## config.mk

```make
export PLATFORM = sky130hd
export DESIGN_NAME = seg7_scan
export DESIGN_NICKNAME = d
export VERILOG_FILES = /design/src/rtl/seg7_scan.sv
export SDC_FILE = /design/constraint.sdc
export NUM_CORES = 1
export LEC_CHECK = 0
export BUFFER_PORTS_ARGS = -buffer_cell sky130_fd_sc_hd__buf_2
export CAP_MARGIN = 40
export CORE_ASPECT_RATIO = 1.1
export CORE_MARGIN = 1
export CORE_UTILIZATION = 45
export CTS_BUF_LIST = sky130_fd_sc_hd__clkbuf_4 sky130_fd_sc_hd__clkbuf_8
export DETAILED_ROUTE_END_ITERATION = 8
export GPL_ROUTABILITY_DRIVEN = 0
export PLACE_DENSITY = 0.66
export SLEW_MARGIN = 10
export SYNTH_ARGS = -nofsm -noshare
export SYNTH_HDL_FRONTEND = slang
export SYNTH_SLANG_ARGS = --single-unit
```

## constraint.sdc

```tcl
create_clock -name clk -period 2.1 [get_ports clk]
set_input_delay 0.105 -clock clk [delete_from_list [all_inputs] [get_ports clk]]
set_output_delay 0.105 -clock clk [all_outputs]
set_load 0.01 [all_outputs]
```

## src/rtl/seg7_scan.sv

```systemverilog
// Multi-digit 7-segment scan controller: per-slot blanking, frame-synchronous
// data commit, optional leading-zero suppression. All outputs registered.
module seg7_scan #(
  parameter int NUM_DIGITS   = 4,
  parameter int REFRESH_DIV  = 50000,
  parameter int BLANK_CYCLES = 500
) (
  input  logic                          clk,
  input  logic                          rst_n,
  input  logic [4*NUM_DIGITS-1:0]       digits_in,
  input  logic                          load,
  input  logic                          lz_blank,
  output logic [3:0]                    bcd_out,
  output logic [NUM_DIGITS-1:0]         digit_sel_n,
  output logic [$clog2(NUM_DIGITS)-1:0] digit_idx,
  output logic                          frame_start
);
  localparam int IW = $clog2(NUM_DIGITS);
  localparam int CW = $clog2(REFRESH_DIV);
  localparam logic [IW-1:0] LAST_IDX = IW'(NUM_DIGITS - 1);
  localparam logic [CW-1:0] LAST_CNT = CW'(REFRESH_DIV - 1);

  logic [CW-1:0] cnt, cnt_nx;
  logic [IW-1:0] idx, idx_nx;
  logic [NUM_DIGITS-1:0][3:0] pending, pending_nx, active, active_nx;
  logic [NUM_DIGITS:0] lz_run;
  logic [NUM_DIGITS-1:0] sel_nx;
  logic [3:0] bcd_nx;
  logic slot_end, frame_end, lit;

  // Outputs are derived from next-state so the registered values line up
  // with the (idx, cnt) they describe.
  always_comb begin
    slot_end   = (cnt == LAST_CNT);
    frame_end  = slot_end && (idx == LAST_IDX);
    cnt_nx     = slot_end ? '0 : cnt + 1'b1;
    idx_nx     = !slot_end ? idx : (frame_end ? '0 : idx + 1'b1);
    pending_nx = load ? digits_in : pending;
    active_nx  = frame_end ? pending_nx : active;
    lit        = (cnt_nx >= CW'(BLANK_CYCLES));

    // lz_run[i] is set when digits i..NUM_DIGITS-1 are all zero
    lz_run = '0;
    lz_run[NUM_DIGITS] = 1'b1;
    for (int i = NUM_DIGITS - 1; i >= 0; i--)
      lz_run[i] = lz_run[i+1] && (active_nx[i] == 4'h0);

    sel_nx = '1;
    for (int i = 0; i < NUM_DIGITS; i++)
      sel_nx[i] = !(lit && (idx_nx == IW'(i)));

    if (!lit)
      bcd_nx = 4'hF;
    else if (lz_blank && (idx_nx != '0) && lz_run[idx_nx])
      bcd_nx = 4'hF;
    else
      bcd_nx = active_nx[idx_nx];
  end

  always_ff @(posedge clk) begin
    if (!rst_n) begin
      cnt         <= '0;
      idx         <= '0;
      pending     <= '0;
      active      <= '0;
      bcd_out     <= 4'hF;
      digit_sel_n <= '1;
      digit_idx   <= '0;
      frame_start <= 1'b0;
    end else begin
      cnt         <= cnt_nx;
      idx         <= idx_nx;
      pending     <= pending_nx;
      active      <= active_nx;
      bcd_out     <= bcd_nx;
      digit_sel_n <= sel_nx;
      digit_idx   <= idx_nx;
      frame_start <= frame_end;
    end
  end
endmodule
```

==> results of run 1 <==
-- state kept, by name (all words and copies together) (netlist names) --
signal,cells
frame_start,1
bcd_out,4
active,16
cnt,16
idx,2
digit_sel_n,4
pending,16
-- final cells by class --
type                            count  area, um^2
Clock buffer                       12         159
Inverter                            4        15.0
Tap cell                           77        96.3
Clock inverter                      4        72.6
Multi-Input combinational cell    218        1440
Fill cell                         539        2610
Timing Repair Buffer               44         268
Sequential cell                    59        1180
-- metrics by stage --
step,instance area [um^2],utilization (%)
CTS,3220,55.2
detailed placement,2990,51.2
floorplan,2760,-
global route,3230,55.4
finish,3230,55.4
global placement,2990,51.2
-- cell usage after synthesis, drive strengths merged, types with 4 or more instances --
master   n  area share [%]
nand3b   5             1.4
dfxtp   59              43
nand4    5             1.4
nor2    44             6.0
or2     15             3.4
nor4     9             2.8
nand3   12             2.4
a21oi   19             3.4
buf     16             4.1
nand2   28             3.9
mux4     4             3.3
nor3     7             1.3
clkbuf   5            0.72
xnor2   10             3.2
mux2i   19             6.9
inv      4            0.54
xor2     5             1.6
and3     4            0.91
o21ai    4            0.73
-- metal layers --
metal	vias up	global-route usage (%)	part of all wire, %
li1	1125	-	-
met1	996	21.6	46
met2	26	30.9	49
met3	12	6.63	3.1
met4	0	8.04	1.8
met5	-	0	0
-- worst paths after layout --
path                            to  slack (ps)            startpoint  cells past startpoint
max          bcd_out[0]$_SDFF_PP1_         130     cnt[0]$_SDFF_PN0_                      7
min          pending[7]$_SDFF_PN0_          20          digits_in[7]                      3
max reg2reg  bcd_out[0]$_SDFF_PP1_         130     cnt[0]$_SDFF_PN0_                      7
min reg2reg   active[0]$_SDFF_PN0_         460  active[0]$_SDFF_PN0_                      2
-- critical path, cell delays in order (launching register included) --
cell and delay (ps):
dfxtp_1 320, ha_2 240, and3_1 240, a41o_1 340, a31o_1 230, a211oi_2 180, a211o_2 230, nand3_1 90
-- timing repair --
item	4_1_cts	5_1_grt
gates resized for setup	0	2
buffers inserted	0	0
endpoints found under the setup margin	0	9
-- power by group through the flow --
stage	Sequential [W]	Clock [W]	Combinational [W]
finish	0.00115	0.00117	0.000114
floorplan	0.00118	0	0.0000734
CTS	0.00115	0.00120	0.000116
detailed placement	0.00118	0	0.000115
global route	0.00116	0.00126	0.000127
global placement	0.00118	0	0.000114
-- cell families (layout without fill, tap and decap cells) --
| kind of cell | Yosys count | after routing | share of synthesized area [%] |
|---|---|---|---|
| simple gates | 142 | 142 | 27.7 |
| compound gates | 36 | 36 | 8.30 |
| fa+ha+maj | 2 | 2 | 0.906 |
| flops | 59 | 59 | 42.8 |
| buf+inv | 25 | 64 | 5.35 |
| mux | 23 | 23 | 10.2 |
| xor+xnor | 15 | 15 | 4.76 |
==> flow_summary.json, run 1 <==
{
  "outcome": "finished, final reports clean",
  "period_share_pct": 94.0,
  "place_ws_ps": 56.9,
  "maxCapViolations": 0,
  "hp-class": "in2reg",
  "post-place-cells": 402,
  "finalSetupViolCount": 0,
  "insertion_delay_ps": 330,
  "crit_required_ps": 2320,
  "worstPathMaxFanout": 8,
  "syn_nets": 324,
  "synth-edff-count": 0,
  "postRouteAntennaNets": 0,
  "most-common-layout-cells": "dfxtp_1, nor2_1, buf_2",
  "num_vias": 2159,
  "switching_power_w": 0.000495,
  "die_h_um": 84.1,
  "layout_commonest_cell": "dfxtp_1",
  "cp-end-kind": "flip-flop",
  "synth_seq_cells": 59,
  "drv_slew": 0,
  "vdd_drop_max_mv": 0.559,
  "grt_pass1_vias": 2065,
  "htreeDepth": 3,
  "cts_buffer_depth": 2,
  "first_pass_iters": 5,
  "synth_cells": 302,
  "clock-sinks": 59,
  "synthFlopType": "dfxtp_1",
  "die_w_um": 76.7,
  "fin_skew_ps": 4.16,
  "path_clk_slew_ps": 60,
  "slew_headroom_pct": 72.2,
  "p_seq_share_pct": 47.4,
  "fmax_ghz": 0.506,
  "worst-slew-pin-transition_ps": 412,
  "antenna_found_initial": 0,
  "setup_tns_ps": 0,
  "mappedNetlistArea_um2": 2760,
  "initial_core_util_pct": 47.2,
  "n_antenna_cell": 0,
  "post_drt_wl_per_cell_um": 13.1,
  "yosysUniqueCellTypes": 54,
  "combPwrFrac_pct": 4.7,
  "critPathArrivalTime_ps": 2190,
  "cts-root-buf": "clkbuf_8",
  "drt_wl_total_mm": 5.48,
  "area_delta_synth_final_pct": 17.2,
  "async_reset_ff_share_pct": 0,
  "drc": 0,
  "yosysWarningCount": 0,
  "track_usage_pct": 18.6,
  "switching_share_pct": 20.3,
  "critPathKind": "reg2reg",
  "power.internal_w": 0.00194,
  "finalPower_w": 0.00243,
  "power.density_nw_per_um2": 752,
  "cts_tree": "yes",
  "layout_min_cycle_time_ps": 1970,
  "finalNetCount": 358,
  "finalHoldViolCount": 0,
  "clock_power_share_pct": 47.9,
  "cts_buffers": 9,
  "grt_pass1_wl_mm": 9.38,
  "whs_ps": 22.3,
  "grt_overflow": 0,
  "worst_slack_ps": 125,
  "power.leakage_nw": 1.25,
  "vias_per_cell": 5.17,
  "rsz0062_at_grt": "no",
  "seq_area_frac_synth_pct": 42.8,
  "coreArea_um2": 5840,
  "ioPinCount": 31,
  "drive_above_1_share_pct": 23.2,
  "ctsHoldBuffers": 0,
  "rows": 29,
  "post-dp-hpwl_mm": 3.90,
  "layoutNonFillerInstCount": 418,
  "drtIter0Drc": 81,
  "grt_max_degree": 37,
  "port_buffers": 30,
  "startpoint_type": "flip-flop",
  "syn_avg_cell_area_um2": 9.14,
  "die_area_um2": 6450
}
(Power assumes the default switching activity.)
==> run 2, diff against run 1 <==
BUFFER_PORTS_ARGS = unset   (was -buffer_cell sky130_fd_sc_hd__buf_2)
DONT_BUFFER_PORTS = 1   (was unset)
GPL_TIMING_DRIVEN = 0   (was unset)
PLACE_DENSITY = unset   (was 0.66)
==> run 2 against run 1 <==
Effect of this change:
- sequential share of layout area down 0.43 points
- via count grew 0.23%
- flip-flop and latch count is the same
- critical path type unchanged
- largest cell class unchanged
==> flow_summary.json, run 2 (same netlist as run 1, synthesis figures left out) <==
{
  "post-dp-hpwl_mm": 4.11,
  "hp-class": "in2reg",
  "switching_power_w": 0.000522,
  "period_share_pct": 94.4,
  "postRouteAntennaNets": 0,
  "fin_area_um2": 3290,
  "power.internal_w": 0.00185,
  "cp_num_buf_inv": 1,
  "fin_skew_ps": 9.51,
  "track_usage_pct": 20.3,
  "drv_slew": 0,
  "rr_worst_depth": 8,
  "critPathArrivalTime_ps": 2180,
  "finalSetupViolCount": 0,
  "grt_max_degree": 11,
  "drive_above_1_share_pct": 16.6,
  "initial_core_util_pct": 47.2,
  "power.density_nw_per_um2": 720,
  "worst-slew-pin-transition_ps": 514,
  "ioPinCount": 31,
  "clock-sinks": 59,
  "antenna_found_initial": 0,
  "reg.largest.list": "active: 16 flops, cnt: 16 flops, pending: 16 flops",
  "placed_cell_area_um2": 2860,
  "rows": 29,
  "worstReg2RegStart": "cnt[0]$_SDFF_PN0_",
  "port_buffers": 0,
  "num_vias": 2164,
  "worst_r2r_endpoint": "digit_sel_n[3]$_SDFF_PN1_",
  "die_h_um": 84.1,
  "htreeDepth": 3,
  "finalHoldViolCount": 0,
  "power.leakage_nw": 1.22,
  "first_pass_iters": 4,
  "cts_tree": "yes",
  "worst-r2r-setup-slack_ps": 120,
  "min_to": "bcd_out[2]$_SDFF_PP1_",
  "setup_tns_ps": 0,
  "die_area_um2": 6450,
  "die_w_um": 76.7,
  "outcome": "finished, final reports clean",
  "grt_pass1_vias": 2172,
  "cp-end-kind": "flip-flop",
  "hold_depth": 4,
  "startpoint": "cnt[0]$_SDFF_PN0_",
  "slowest_stage": "dfxtp_4",
  "switching_share_pct": 22.1,
  "p_seq_share_pct": 48.8,
  "cts_buffers": 9,
  "slew_headroom_pct": 65.7,
  "most-common-layout-cells": "dfxtp_1, nor2_1, nand2_1",
  "drtIter0Drc": 31,
  "coreArea_um2": 5840,
  "maxCapViolations": 0,
  "post_drt_wl_per_cell_um": 14.0,
  "area_delta_synth_final_pct": 19.1,
  "worstPathMaxFanout": 8,
  "grt_overflow": 0,
  "finalNetCount": 354,
  "insertion_delay_ps": 340,
  "grt_pass1_wl_mm": 10.1,
  "combPwrFrac_pct": 5.2,
  "cp_cell_sequence": "ha_4 -> and3_4 -> a41o_1 -> buf_6 -> a31o_1 -> a211oi_2 -> a211o_2 -> nand3_1",
  "fmax_ghz": 0.504,
  "startpoint_type": "flip-flop",
  "cts-root-buf": "clkbuf_8",
  "vias_per_cell": 5.23,
  "layout_min_cycle_time_ps": 1980,
  "clock_power_share_pct": 46.0,
  "cp_top_family": "compound AO/OA/AOI/OAI gates",
  "drc": 0,
  "path_clk_slew_ps": 70,
  "vdd_drop_max_mv": 0.546,
  "cts_buffer_depth": 2,
  "min_from": "lz_blank",
  "drt_wl_total_mm": 5.80,
  "n_antenna_cell": 0,
  "critPathMaxStageDelay_ps": 370,
  "layout_commonest_cell": "dfxtp_1",
  "critPathKind": "reg2reg",
  "crit_required_ps": 2300
}
==> run 2: metal layers <==
metal	track usage [%]	up-vias	wire length [um]
li1	-	1121	-
met1	21.8	999	2570
met2	35.6	30	2820
met3	5.00	14	207
met4	12.6	0	195
met5	0	-	0
==> run 2: what timing repair did <==
action	4_1_cts	5_1_grt
pin swaps	1	4
endpoints found under the setup margin	8	8
endpoints found under the hold margin	22	0
buffers inserted	0	3
gates resized for setup	3	6
hold buffers	17	0
==> run 2: per-stage QoR <==
stage	std cells	setup WS (ps)	hold WS (ps)	total power [W]	util, %
3_3_place_gp	379	-98.8	260	0.00127	48.9
5_1_grt	414	-19.2	175	0.00245	56.3
4_1_cts	412	20.4	101	0.00240	55.7
3_5_place_dp	379	-103	264	0.00127	48.9
6_report	414	117	120	0.00237	56.3
2_1_floorplan	302	130	258	0.00125	-
==> run 2: area by class of cell <==
class,count,area (um^2)
buffer,20,121
clock buffer,12,165
clock inverter,4,47.5
fill,556,2550
inverter,4,15.0
multi-input combinational,218,1460
sequential,59,1190
tap,77,96.3
timing repair buffer,20,193
==> run 2: power by group through the flow <==
stage / clock network, W / logic (W) / registers (W)
6_report: 0.00109 / 0.000124 / 0.00116
5_1_grt: 0.00116 / 0.000138 / 0.00116
4_1_cts: 0.00112 / 0.000120 / 0.00115
3_5_place_dp: 0 / 0.0000927 / 0.00118
3_3_place_gp: 0 / 0.0000921 / 0.00118
2_1_floorplan: 0 / 0.0000734 / 0.00118
==> run 2: worst max path at each step <==
stage	to	slack, ps	depth (start not counted)
final	digit_sel_n[3]$_SDFF_PN1_	120	8
after global routing	digit_sel_n[1]$_SDFF_PN1_	-20	8
after CTS	digit_sel_n[1]$_SDFF_PN1_	20	9
after detailed placement	digit_sel_n[3]$_SDFF_PN1_	-100	9
after global placement	digit_sel_n[3]$_SDFF_PN1_	-100	9
after floorplan	digit_sel_n[3]$_SDFF_PN1_	130	9
==> run 2: worst min-delay path, cell delays in order <==
cell     delay, ps
nand2_1         40
mux2i_1         60
nand2_1        130
nand3_1         80
